===== src/rtl/spi_matrix_host_pkg.sv =====
// Shared constants and FSM state type for the SPI matrix host.
package spi_matrix_host_pkg;

   localparam int unsigned DefaultWordW = 32;
   // CPOL=0, CPHA=0: sclk idles low, sample on rise, launch on fall
   localparam int unsigned SpiMode = 0;

   typedef enum logic [2:0] {
      StIdle,
      StSetup,
      StLoad,
      StShift,
      StHold
   } state_e;

endpackage


===== src/rtl/spi_matrix_host_if.sv =====
// Control, stream and SPI pin bundle of the SPI matrix host.
interface spi_matrix_host_if
   import spi_matrix_host_pkg::*;
#(
   parameter int unsigned WORD_W = DefaultWordW,
   parameter int unsigned LEN_W  = 16
);
   logic              start;
   logic [LEN_W-1:0]  frame_len;
   logic              rx_only;
   logic [WORD_W-1:0] tx_data;
   logic              tx_valid;
   logic              tx_ready;
   logic [WORD_W-1:0] rx_data;
   logic              rx_valid;
   logic              busy;
   logic              done;
   logic              sclk;
   logic              mosi;
   logic              miso;
   logic              cs_n;

   // Host side (the SPI master itself)
   modport master (
      input  start, frame_len, rx_only, tx_data, tx_valid, miso,
      output tx_ready, rx_data, rx_valid, busy, done, sclk, mosi, cs_n
   );

   // User / board side driving the host
   modport slave (
      output start, frame_len, rx_only, tx_data, tx_valid, miso,
      input  tx_ready, rx_data, rx_valid, busy, done, sclk, mosi, cs_n
   );
endinterface


===== src/rtl/spi_matrix_host_sclk_gen.sv =====
// SCLK generator: CLK_DIV clk cycles per half period, strobes flag the cycle before each edge.
module spi_matrix_host_sclk_gen #(
   parameter int unsigned CLK_DIV = 2
) (
   input  logic clk,
   input  logic rst,
   input  logic en,
   output logic sclk,
   output logic rise,
   output logic fall
);
   localparam int unsigned CntW = (CLK_DIV > 1) ? $clog2(CLK_DIV) : 1;

   logic [CntW-1:0] cnt_q;
   logic            sclk_q;
   logic            last;

   assign last = (cnt_q == CntW'(CLK_DIV - 1));
   assign rise = en & last & ~sclk_q;
   assign fall = en & last & sclk_q;
   assign sclk = sclk_q;

   // Half-period counter; disabling snaps sclk low and restarts the low phase
   always_ff @(posedge clk) begin
      if (rst || !en) begin
         cnt_q  <= '0;
         sclk_q <= 1'b0;
      end else if (last) begin
         cnt_q  <= '0;
         sclk_q <= ~sclk_q;
      end else begin
         cnt_q  <= cnt_q + CntW'(1);
      end
   end
endmodule


===== src/rtl/spi_matrix_host.sv =====
// SPI mode-0 master streaming WORD_W-bit words MSB first, one frame per cs_n assertion.
module spi_matrix_host
   import spi_matrix_host_pkg::*;
#(
   parameter int unsigned CLK_DIV = 2,
   parameter int unsigned WORD_W  = DefaultWordW,
   parameter int unsigned LEN_W   = 16,
   parameter int unsigned CS_GAP  = 2  // must be >= 1
) (
   input logic             clk,
   input logic             rst,
   spi_matrix_host_if.master bus
);
   localparam int unsigned BitW = $clog2(WORD_W) + 1;
   localparam int unsigned GapW = $clog2(CS_GAP + 1);

   state_e            state_q;
   logic [LEN_W-1:0]  len_q;
   logic [LEN_W-1:0]  word_cnt_q;
   logic              rx_only_q;
   logic [BitW-1:0]   bit_cnt_q;
   logic [GapW-1:0]   gap_q;
   logic [WORD_W-1:0] tx_sh_q;
   logic [WORD_W-1:0] rx_sh_q;
   logic [WORD_W-1:0] rx_data_q;
   logic              mosi_q;
   logic              cs_n_q;
   logic              busy_q;
   logic              done_q;
   logic              rx_valid_q;

   logic              sclk_lvl;
   logic              sclk_rise;
   logic              sclk_fall;
   logic              gap_last;
   logic              word_last;

   assign gap_last  = (gap_q == GapW'(CS_GAP - 1));
   assign word_last = ((word_cnt_q + LEN_W'(1)) == len_q);

   spi_matrix_host_sclk_gen #(
      .CLK_DIV (CLK_DIV)
   ) u_sclk_gen (
      .clk  (clk),
      .rst  (rst),
      .en   (state_q == StShift),
      .sclk (sclk_lvl),
      .rise (sclk_rise),
      .fall (sclk_fall)
   );

   assign bus.tx_ready = (state_q == StLoad) && !rx_only_q;
   assign bus.rx_data  = rx_data_q;
   assign bus.rx_valid = rx_valid_q;
   assign bus.busy     = busy_q;
   assign bus.done     = done_q;
   assign bus.sclk     = sclk_lvl;
   assign bus.mosi     = mosi_q;
   assign bus.cs_n     = cs_n_q;

   // Frame FSM with shift registers, bit/word counters and registered pin outputs
   always_ff @(posedge clk) begin
      if (rst) begin
         state_q    <= StIdle;
         len_q      <= '0;
         word_cnt_q <= '0;
         rx_only_q  <= 1'b0;
         bit_cnt_q  <= '0;
         gap_q      <= '0;
         tx_sh_q    <= '0;
         rx_sh_q    <= '0;
         rx_data_q  <= '0;
         mosi_q     <= 1'b0;
         cs_n_q     <= 1'b1;
         busy_q     <= 1'b0;
         done_q     <= 1'b0;
         rx_valid_q <= 1'b0;
      end else begin
         done_q     <= 1'b0;
         rx_valid_q <= 1'b0;
         unique case (state_q)
            StIdle: begin
               if (bus.start) begin
                  if (bus.frame_len != '0) begin
                     len_q      <= bus.frame_len;
                     rx_only_q  <= bus.rx_only;
                     word_cnt_q <= '0;
                     gap_q      <= '0;
                     busy_q     <= 1'b1;
                     cs_n_q     <= 1'b0;
                     state_q    <= StSetup;
                  end else begin
                     // Empty frame completes without touching the bus
                     done_q <= 1'b1;
                  end
               end
            end
            StSetup: begin
               if (gap_last) begin
                  gap_q   <= '0;
                  state_q <= StLoad;
               end else begin
                  gap_q <= gap_q + GapW'(1);
               end
            end
            StLoad: begin
               bit_cnt_q <= '0;
               if (rx_only_q) begin
                  tx_sh_q <= '0;
                  mosi_q  <= 1'b0;
                  state_q <= StShift;
               end else if (bus.tx_valid) begin
                  tx_sh_q <= bus.tx_data;
                  mosi_q  <= bus.tx_data[WORD_W-1];
                  state_q <= StShift;
               end
            end
            StShift: begin
               if (sclk_rise) begin
                  rx_sh_q <= {rx_sh_q[WORD_W-2:0], bus.miso};
               end
               if (sclk_fall) begin
                  tx_sh_q <= tx_sh_q << 1;
                  mosi_q  <= tx_sh_q[WORD_W-2];
                  if (bit_cnt_q == BitW'(WORD_W - 1)) begin
                     bit_cnt_q  <= '0;
                     rx_valid_q <= 1'b1;
                     rx_data_q  <= rx_sh_q;
                     word_cnt_q <= word_cnt_q + LEN_W'(1);
                     state_q    <= word_last ? StHold : StLoad;
                  end else begin
                     bit_cnt_q <= bit_cnt_q + BitW'(1);
                  end
               end
            end
            StHold: begin
               if (gap_last) begin
                  gap_q   <= '0;
                  cs_n_q  <= 1'b1;
                  done_q  <= 1'b1;
                  busy_q  <= 1'b0;
                  state_q <= StIdle;
               end else begin
                  gap_q <= gap_q + GapW'(1);
               end
            end
            default: state_q <= StIdle;
         endcase
      end
   end
endmodule


===== src/flat_wrapper.sv =====
// flat-port wrapper written by rule: the top's interface ports become plain ports
module spi_matrix_host_flat import spi_matrix_host_pkg::*;
#(
   parameter int unsigned CLK_DIV = 2,
   parameter int unsigned WORD_W  = DefaultWordW,
   parameter int unsigned LEN_W   = 16,
   parameter int unsigned CS_GAP  = 2                 
)
  (clk, rst, bus_start, bus_frame_len, bus_rx_only, bus_tx_data, bus_tx_valid, bus_miso, bus_tx_ready, bus_rx_data, bus_rx_valid, bus_busy, bus_done, bus_sclk, bus_mosi, bus_cs_n);
  spi_matrix_host_if #(.WORD_W(WORD_W), .LEN_W(LEN_W)) bus_i ();
  input logic clk;
  input logic rst;
  input wire logic [$bits(bus_i.start)-1:0] bus_start;
  input wire logic [$bits(bus_i.frame_len)-1:0] bus_frame_len;
  input wire logic [$bits(bus_i.rx_only)-1:0] bus_rx_only;
  input wire logic [$bits(bus_i.tx_data)-1:0] bus_tx_data;
  input wire logic [$bits(bus_i.tx_valid)-1:0] bus_tx_valid;
  input wire logic [$bits(bus_i.miso)-1:0] bus_miso;
  output wire logic [$bits(bus_i.tx_ready)-1:0] bus_tx_ready;
  output wire logic [$bits(bus_i.rx_data)-1:0] bus_rx_data;
  output wire logic [$bits(bus_i.rx_valid)-1:0] bus_rx_valid;
  output wire logic [$bits(bus_i.busy)-1:0] bus_busy;
  output wire logic [$bits(bus_i.done)-1:0] bus_done;
  output wire logic [$bits(bus_i.sclk)-1:0] bus_sclk;
  output wire logic [$bits(bus_i.mosi)-1:0] bus_mosi;
  output wire logic [$bits(bus_i.cs_n)-1:0] bus_cs_n;
  assign bus_i.start = bus_start;
  assign bus_i.frame_len = bus_frame_len;
  assign bus_i.rx_only = bus_rx_only;
  assign bus_i.tx_data = bus_tx_data;
  assign bus_i.tx_valid = bus_tx_valid;
  assign bus_i.miso = bus_miso;
  assign bus_tx_ready = bus_i.tx_ready;
  assign bus_rx_data = bus_i.rx_data;
  assign bus_rx_valid = bus_i.rx_valid;
  assign bus_busy = bus_i.busy;
  assign bus_done = bus_i.done;
  assign bus_sclk = bus_i.sclk;
  assign bus_mosi = bus_i.mosi;
  assign bus_cs_n = bus_i.cs_n;
  spi_matrix_host #(.CLK_DIV(CLK_DIV), .WORD_W(WORD_W), .LEN_W(LEN_W), .CS_GAP(CS_GAP)) u_core (.clk(clk), .rst(rst), .bus(bus_i));
endmodule

===== config.mk =====
export PLATFORM = sky130hd
export DESIGN_NAME = spi_matrix_host_flat
export DESIGN_NICKNAME = d
export VERILOG_FILES = /design/src/rtl/spi_matrix_host_pkg.sv /design/src/rtl/spi_matrix_host_if.sv /design/src/rtl/spi_matrix_host_sclk_gen.sv /design/src/rtl/spi_matrix_host.sv /design/src/flat_wrapper.sv
export SDC_FILE = /design/constraint.sdc
export NUM_CORES = 1
export LEC_CHECK = 0
export CORE_ASPECT_RATIO = 0.6
export CORE_MARGIN = 2
export CORE_UTILIZATION = 49
export DETAILED_ROUTE_END_ITERATION = 8
export MAX_ROUTING_LAYER = met4
export PLACE_DENSITY = 0.78
export SLEW_MARGIN = 5
export SYNTH_ARGS = -nofsm -noshare
export SYNTH_HDL_FRONTEND = slang
export SYNTH_SLANG_ARGS = --single-unit

===== constraint.sdc =====
create_clock -name clk -period 2.1 [get_ports clk]
set_input_delay 0.315 -clock clk [delete_from_list [all_inputs] [get_ports clk]]
set_output_delay 0.315 -clock clk [all_outputs]
set_load 0.02 [all_outputs]

==> key figures <==
Place
  • DP Worst Slack: -527 ps
  • DP HPWL: around 11 mm
  • GPL Wtd Cong: 0.965
  • # port buffers: 92
  • Dpl cell area: 8010 um^2

STA
  • Final setup vio count: 0
  • RSZ-0062 raised after global routing: yes
  • Peak Freq: roughly 0.5 GHz
  • Slew Limit Fails: 0
  • Clock skew: 13.4 ps
  • Relative max-transition margin: 0.584
  • Fin crit period: 2030 ps
  • Hold Vio Cnt, Final: 0
  • Measured slew at the worst slew-check pin: about 620 ps
  • Worst setup margin: 74.3 ps
  • Fin crit share: 0.965

Floorplanning
  • Die H: 93.2 um
  • Initial core utilization: 0.504
  • Io pins: 93
  • Die ar.: 14200 um^2
  • Rows: 32
  • Chip Width: about 150 um
  • Area of the core: 12900 um^2

Synth
  • Area share of the largest cell type after synthesis: 0.450
  • Post-synthesis sequential area ratio: 0.450
  • Cells after Synth: 813
  • Mapped cell area: 6490 um^2
  • Syn nets: 869
  • Top post-synthesis cells by area: dfxtp_1 45%, a21oi_1 9.8%, nand2_1 9.2%
  • Synth area leader: dfxtp_1
  • Ys Warns: 0
  • Syn_area_per_cell: 7.99 um^2
  • Ys async rst share: 0
  • Yosys reg bits: 146
  • Number of synthesized flops with an enable pin: 0
  • Commonest cells post-synth: 159 x nand2_1, 146 x dfxtp_1, 127 x a21oi_1
  • Unique masters post-synth: 56
  • Top FF cell, synth: dfxtp_1
  • Top-count cell post-synth: nand2_1

Critical path
  • Worst Path Max Fanout: 3
  • Worst path max stage delay: 560 ps
  • Worst EP required: 2400 ps
  • Critical Path AT: around 2300 ps
  • Cell Chain, Critical Path: ha_4, and3_1, buf_4, o2111ai_1, nand2_1, a21oi_1, or4_4, o31a_1
  • Startpoint types: register
  • CP endpoint kind: register
  • Worst path slowest cell: or4_4
  • CP Class: reg2reg
  • Top delay family on crit path: simple AND/OR/NAND/NOR gates
  • Worst Path Buf+Inv: 1

Layout
  • Area Growth Syn to Fin: 34.2%
  • Diodes inserted: 0
  • Nets: 988
  • Layout fillers: 1045
  • Layout cell share with drive strength beyond 1: 0.145
  • Fin area: 8710 um^2

CTS
  • TritonCTS clock tree: built
  • CTS max path bufs: 2
  • Clk sinks: 146
  • H-tree depth: 4
  • CTS Buf Count: 17
  • Clk slew on worst S/H paths: roughly 60 ps
  • Clk Tree Root Cell: clkbuf_16
  • Worst-skew pair later-pin latency: 420 ps

Detailed routing
  • Vias: slightly above 6000
  • DR WL/cell: approximately 15 um
  • Drt drc: 0
  • Detail Route Antenna Nets: 0
  • Vias per cell: 5.46
  • Routed WL: 17.1 mm
  • Pre-Repair DR Iteration Count: 6
  • 1st-iter DRT viols: between 600 and 700

Power and ir drop
  • Pwr dens: around 960 nW/um^2
  • Worst vdd ir: roughly 0.00076 V
  • Leakage power: ~3.1 nW

Global route
  • Largest net degree at the start of global routing: 141
  • First-pass GRT wire length: roughly 28 mm
  • Total GRT Usage: 0.251
  • Vias in the first global route: roughly 5700
  • Initial antenna violation count: 0
  • GR Overflow Total: 0

Run
  • Max_cap viols: 0

Min path
  • HP Class: in2reg

Run status
  • Status: complete, no violations
stage by stage:
stage	TNS, ps	instances	utilization	power, mW	hold WS [ps]
2_1_floorplan	0	813	-	4.57	437
3_3_place_gp	-11640	1083	0.622	5.24	439
3_5_place_dp	-16160	1083	0.622	5.29	444
4_1_cts	0	1115	0.670	8.35	211
5_1_grt	-36.2	1115	0.676	8.78	249
6_report	0	1115	0.676	8.38	226
cells in the final DEF (no fill, tap or decap), drive strengths merged, types with 4 or more instances in the layout:
cell and n:
nor3 11, inv 10, dfxtp 146, clkdlybuf4s50 90
clkinv 5, xnor2 11, and3 4, or3 5
nand2b 4, and4 4, nor3b 34, nor2 82
and2 6, nand3b 5, nand3 12, nor4 8
or4 5, nor2b 5, clkbuf 19, buf 72
a211oi 33, mux2i 17, a21oi 127, nand2 159
nand4 11, xor2 9, o21ai 16
cell families after synthesis:
| logic type | synth area share |
|---|---|
| compound gates | 0.176 |
| xor+xnor | 0.0281 |
| flops | 0.450 |
| mux | 0.0297 |
| fa+ha+maj | 0.00385 |
| simple gates | 0.268 |
| buf+inv | 0.0439 |
cell type report:
class | instances | area [um^2] | area share
sequential | 146 | 2930 | 0.337
clock buffer | 19 | 453 | 0.0520
tap | 170 | 213 | 0.0244
multi-input combinational | 598 | 3400 | 0.390
inverter | 6 | 22.5 | 0.00259
clock inverter | 13 | 149 | 0.0171
timing repair buffer | 163 | 1550 | 0.177
timing repair:
action / in CTS / in global routing
gates resized for setup: 5 / 19
setup buffers: 0 / 0
pin swaps: 0 / 2
hold endpoints to repair: 0 / 0
endpoints found under the setup margin: 18 / 24
hold buffers: 0 / 0
metal layers:
| layer | vias up | GRT usage | share of wire |
|---|---|---|---|
| met5 | - | - | 0 |
| li1 | 3069 | - | - |
| met3 | 13 | 0.0630 | 0.093 |
| met1 | 2781 | 0.372 | 0.50 |
| met4 | 0 | 0.0540 | 0.0068 |
| met2 | 221 | 0.343 | 0.40 |
path summary, 6_finish.rpt:
| kind | cells after the start | to | from | slack, ps |
|---|---|---|---|---|
| max | 8 | u_core.state_q[1] | u_core.word_cnt_q[1] | 70 |
| min reg2reg | 2 | u_core.bus.rx_data[18] | u_core.bus.rx_data[18] | 450 |
| max reg2reg | 8 | u_core.state_q[1] | u_core.word_cnt_q[1] | 70 |
| min | 3 | u_core.bus.cs_n | rst | 230 |
registers in the layout, indices dropped and copies added (netlist names):
| name | cells |
|---|---|
| u_core.rx_only_q | 1 |
| u_core.len_q | 16 |
| u_core.bus.busy | 1 |
| u_core.bit_cnt_q | 6 |
| u_core.gap_q | 2 |
| u_core.bus.cs_n | 1 |
| u_core.rx_sh_q | 32 |
| u_core.bus.rx_valid | 1 |
| u_core.u_sclk_gen.sclk | 1 |
| u_core.u_sclk_gen.cnt_q | 1 |
| u_core.bus.mosi | 1 |
| u_core.tx_sh_q | 31 |
| u_core.bus.rx_data | 32 |
| u_core.word_cnt_q | 16 |
| u_core.bus.done | 1 |
| u_core.state_q | 3 |
worst reg2reg max path, stage by stage (launching register included):
cell	delay, ps
dfxtp_2	350
ha_4	140
and3_1	190
buf_4	130
o2111ai_1	100
nand2_1	110
a21oi_1	60
or4_4	560
o31a_1	280
power by group:
part	switching (mW)	total, mW	internal [mW]
Sequential	0.225	3.30	3.07
Combinational	1.07	2.01	0.943
Clock	1.24	3.07	1.83
Total	2.53	8.38	5.85
Note: power is estimated with default switching activity, not from simulation.
